<file path="src/rtl/spi_flash_arbiter.sv">
// Round-robin arbiter sharing one spimemio read port among NREQ requesters,
// with config-register writes slotted in only while no read is in flight.
module spi_flash_arbiter #(
  parameter int NREQ = 2,
  parameter int AW   = 24
) (
  input  logic              clk_i,
  input  logic              rst_i,
  input  logic [NREQ-1:0]   req_valid_i,
  input  logic [NREQ*AW-1:0] req_addr_i,
  output logic [NREQ-1:0]   req_ready_o,
  output logic [31:0]       req_rdata_o,
  output logic [NREQ-1:0]   grant_o,
  output logic              busy_o,
  input  logic              cfg_req_i,
  input  logic [3:0]        cfg_we_i,
  input  logic [31:0]       cfg_wdata_i,
  output logic              cfg_ack_o,
  output logic              mem_valid_o,
  output logic [AW-1:0]     mem_addr_o,
  input  logic              mem_ready_i,
  input  logic [31:0]       mem_rdata_i,
  output logic [3:0]        mem_cfgreg_we_o,
  output logic [31:0]       mem_cfgreg_di_o
);

  // state | meaning
  // IDLE  | nothing in flight; config write or read grant decided here
  // READ  | mem_valid held until spimemio ready
  // RESP  | req_ready pulse to the owner; no new grant this cycle
  // CFG   | one-cycle cfgreg write with cfg_ack pulse
  typedef enum logic [1:0] {S_IDLE, S_READ, S_RESP, S_CFG} state_t;

  localparam int PW = (NREQ > 1) ? $clog2(NREQ) : 1;

  state_t            state_q, state_d;
  logic [PW-1:0]     ptr_q, ptr_d;
  logic [NREQ-1:0]   grant_q, grant_d;
  logic [NREQ-1:0]   ready_q, ready_d;
  logic [31:0]       rdata_q, rdata_d;
  logic              busy_q, busy_d;
  logic              mvalid_q, mvalid_d;
  logic [AW-1:0]     maddr_q, maddr_d;
  logic              ack_q, ack_d;
  logic [3:0]        cwe_q, cwe_d;
  logic [31:0]       cdi_q, cdi_d;

  logic              win_found;
  logic [PW-1:0]     win_idx;
  logic [PW-1:0]     cand;

  // Search starts one past the last winner so every requester gets a turn.
  always_comb begin
    win_found = 1'b0;
    win_idx   = '0;
    cand      = '0;
    for (int i = 1; i <= NREQ; i++) begin
      cand = PW'((int'(ptr_q) + i) % NREQ);
      if (!win_found && req_valid_i[cand]) begin
        win_found = 1'b1;
        win_idx   = cand;
      end
    end
  end

  always_comb begin
    state_d  = state_q;
    ptr_d    = ptr_q;
    grant_d  = grant_q;
    ready_d  = '0;
    rdata_d  = rdata_q;
    mvalid_d = mvalid_q;
    maddr_d  = maddr_q;
    ack_d    = 1'b0;
    cwe_d    = 4'h0;
    cdi_d    = 32'h0;
    case (state_q)
      S_IDLE: begin
        if (cfg_req_i) begin
          state_d = S_CFG;
          ack_d   = 1'b1;
          cwe_d   = cfg_we_i;
          cdi_d   = cfg_wdata_i;
        end else if (win_found) begin
          state_d  = S_READ;
          ptr_d    = win_idx;
          grant_d  = NREQ'(1) << win_idx;
          mvalid_d = 1'b1;
          maddr_d  = req_addr_i[int'(win_idx)*AW +: AW];
        end
      end
      S_READ: begin
        if (mem_ready_i) begin
          state_d  = S_RESP;
          mvalid_d = 1'b0;
          rdata_d  = mem_rdata_i;
          ready_d  = grant_q;
        end
      end
      S_RESP:  state_d = S_IDLE;
      S_CFG:   state_d = S_IDLE;
      default: state_d = S_IDLE;
    endcase
    busy_d = (state_d != S_IDLE);
  end

  always_ff @(posedge clk_i) begin
    if (rst_i) begin
      state_q  <= S_IDLE;
      ptr_q    <= PW'(NREQ - 1);
      grant_q  <= '0;
      ready_q  <= '0;
      rdata_q  <= '0;
      busy_q   <= 1'b0;
      mvalid_q <= 1'b0;
      maddr_q  <= '0;
      ack_q    <= 1'b0;
      cwe_q    <= 4'h0;
      cdi_q    <= 32'h0;
    end else begin
      state_q  <= state_d;
      ptr_q    <= ptr_d;
      grant_q  <= grant_d;
      ready_q  <= ready_d;
      rdata_q  <= rdata_d;
      busy_q   <= busy_d;
      mvalid_q <= mvalid_d;
      maddr_q  <= maddr_d;
      ack_q    <= ack_d;
      cwe_q    <= cwe_d;
      cdi_q    <= cdi_d;
    end
  end

  assign req_ready_o     = ready_q;
  assign req_rdata_o     = rdata_q;
  assign grant_o         = grant_q;
  assign busy_o          = busy_q;
  assign cfg_ack_o       = ack_q;
  assign mem_valid_o     = mvalid_q;
  assign mem_addr_o      = maddr_q;
  assign mem_cfgreg_we_o = cwe_q;
  assign mem_cfgreg_di_o = cdi_q;

endmodule

</file>
<file path="config.mk">
export PLATFORM = sky130hd
export DESIGN_NAME = spi_flash_arbiter
export DESIGN_NICKNAME = d
export VERILOG_FILES = /design/src/rtl/spi_flash_arbiter.sv
export SDC_FILE = /design/constraint.sdc
export NUM_CORES = 1
export LEC_CHECK = 0
export CAP_MARGIN = 20
export CORE_MARGIN = 4
export CORE_UTILIZATION = 39
export CTS_CLUSTER_DIAMETER = 60
export DETAILED_ROUTE_END_ITERATION = 12
export PLACE_DENSITY = 0.85
export SLEW_MARGIN = 20
export SYNTH_ARGS = -nofsm -noshare
export SYNTH_HDL_FRONTEND = slang
export SYNTH_SLANG_ARGS = --single-unit
export TNS_END_PERCENT = 50
</file>
<file path="constraint.sdc">
create_clock -name clk_i -period 4.5 [get_ports clk_i]
set_clock_uncertainty 0.1 [all_clocks]
set_input_delay 0.45 -clock clk_i [delete_from_list [all_inputs] [get_ports clk_i]]
set_output_delay 0.45 -clock clk_i [all_outputs]
set_load 0.005 [all_outputs]
</file>
==> summary.txt <==
run status = completed
Clock Latency Late Sink = 340 ps
Slew Limit Fails = 0
TNS Setup = 0 ps
Tot GR Track Use = 20.0%
Setup CP Type = input port to flip-flop
first-pass GRT wire length = 16.3 mm
Tcrit/Tclk final = 61.2%
post-synthesis cell count = 386
CP required = 4570 ps
cts hold-fix bufs = 0
Mapped Avg Cell Area = 9.00 sq um
largest net degree at the start of global routing = 42
critical-path cell list = clkdlybuf4s50_1 -> nor3_1 -> and3_1 -> a222oi_1
Routability Congestion = 0.820
adder-cell share of the synthesized area = 0%
fraction of registers with async set/reset = 0%
CTS resizes = 0
Synth cell types = 27
grt total ovfl = 0
RSZ-0062 raised after global routing = false
Vias per Instance = 4.97
Synth-to-Final Area Change = 70.1%
post-synthesis simple-gate area fraction = 19.2%
number of diodes = 0
top post-synthesis cells by area = dfxtp_1, nand2_1, and3_1
actual slew at the worst max-slew pin = 1020 ps
DR pass1 iterations = 10
initial antenna violation count = 0
Worst path top cell family by delay = simple AND/OR/NAND/NOR gates
IO Port Bufs = 220
leading area contributor after synthesis = dfxtp_1
crit path max-delay cell type = clkdlybuf4s50_1
Final #Nets = 712
Final Hold Viols = 0
Cell Area, Synth = 3470 sq um
core area = 8680 sq um
xor-xnor portion of the synthesized cell area = 0%
worst hold path type = flip-flop to flip-flop
Routed wire per std cell = 15.5 um
Critical Path Max Stage Delay = 960 ps
Worst EP arrival = 2820 ps
most common cell in the netlist = dfxtp_1
routed via count = 3496
Initial Util = 40.0%
Post-synth top cells = dfxtp_1, nand2_1, inv_1
Synth Area in Compound Gates = 12.8%
die area = 10500 sq um
ys flop type = dfxtp_1
max-cap violations = 0
Longest Clk Path Bufs = 2
cell area power density = 324 nW/um^2
Max-slew headroom = 31.5%
Lkg Pwr = 0.00246 uW
ratio of cells with drive above 1 in the final layout = 3.19%
Finished Cell Area = 5900 sq um
chip height = 102 um
hpwl dp = 8.44 mm
Mapped Nets = 508
CTS tree = done
Chip Width = 102 um
Synth warnings = 0
crit path max fanout = 41
area share of the largest cell type after synthesis = 58.8%
Post-Route WL = 10.9 mm
clock root cell = clkbuf_8
FF+latch count, synth = 102
Startpoint Class = input port
Clk pin slew, worst setup/hold paths = 100 ps
io pins = 221
DRC Markers = 0
VDD IR-drop max = 0.195 mV
max frequency = 363 MHz
post-synthesis sequential area ratio = 58.8%
Final setup viols = 0
ANT nets after route = 0
placement-stage cell area = 5700 sq um
# H-tree levels = 3
total CTS buffers = 9
Fillers = 680
Post-synth EDFFs = 0
buffers plus inverters on the worst setup path = 1
multiplexer share of the synthesized area = 0%
vias in the first global route = 3506
Core Rows = 34
main combinational cell family by area after synthesis = simple AND/OR/NAND/NOR gates
Tmin final = 2750 ps
nature of the critical path endpoint = flip-flop
Clock Sinks = 102
1st-iter DRT viols = 175
post-CTS setup buffer count = 0
## cells in the final DEF (no fill, tap or decap), drive strengths merged, types with 2 or more instances in the layout
cell	instances
buf	3
a21oi	33
a222oi	24
nor3	4
dfxtp	102
inv	50
and3	39
clkdlybuf4s50	220
nand2	90
clkinv	2
clkbuf	12
## power breakdown
part           internal, uW  leakage, uW  switching [uW]
Sequential              961     0.000834            30.3
Combinational           224      0.00153             124
Clock                   276    0.0000972             295
## metrics by stage
step	std cells	worst slack [ps]	hold WS [ps]	util [%]	power [uW]
2_1_floorplan	386	2890	350	-	1120
3_3_place_gp	687	1520	343	65.7	1350
3_5_place_dp	687	1360	350	65.7	1360
4_1_cts	703	1760	363	68.0	1930
5_1_grt	703	1450	382	68.0	2000
6_report	703	1750	360	68.0	1910
## kinds of logic after synthesis
group	after synthesis
DFF	102
AOI/OAI and AO/OA	62
buffers and inverters	80
and+or+nand+nor	142
## layer usage
| metal | up-vias | share of wire, % | GRT usage (%) |
|---|---|---|---|
| met2 | 186 | 50 | 34.5 |
| met4 | 0 | 1.5 | 8.17 |
| met3 | 14 | 14 | 9.42 |
| met1 | 1612 | 35 | 21.0 |
| met5 | - | 0 | 0 |
| li1 | 1684 | - | - |
## worst paths after layout
path                                 from                           end  slack (ps)  cells after the start
max reg2reg         state_q[0]$_SDFF_PP0_   mem_addr_o[20]$_SDFFE_PP0P_        2550                      3
max                             cfg_req_i   mem_addr_o[20]$_SDFFE_PP0P_        1750                      4
min reg2reg  req_rdata_o[22]$_SDFFE_PP0P_  req_rdata_o[22]$_SDFFE_PP0P_         360                      2
min          req_rdata_o[22]$_SDFFE_PP0P_  req_rdata_o[22]$_SDFFE_PP0P_         360                      2
## sequential cells by signal (all words and copies together), names as in the netlist
register,flops
mem_addr_o,24
req_rdata_o,32
mem_cfgreg_di_o,32
req_ready_o,2
busy_o,1
grant_o,2
cfg_ack_o,1
state_q,2
ptr_q,1
mem_cfgreg_we_o,4
mem_valid_o,1
## worst reg2reg max path: stages, from the launching register on
cell	delay [ps]
dfxtp_1	380
nor3_2	210
or3b_1	700
a222oi_1	460
## cell type report
class	instances	area, sq um	share of cell area [%]
tap	108	135	2.29
clock inverter	4	55.1	0.932
sequential	102	2040	34.6
multi-input combinational	204	1110	18.9
timing repair buffer	223	2220	37.7
clock buffer	12	145	2.46
inverter	50	188	3.18
No activity file was read; power rests on OpenSTA's default activity.
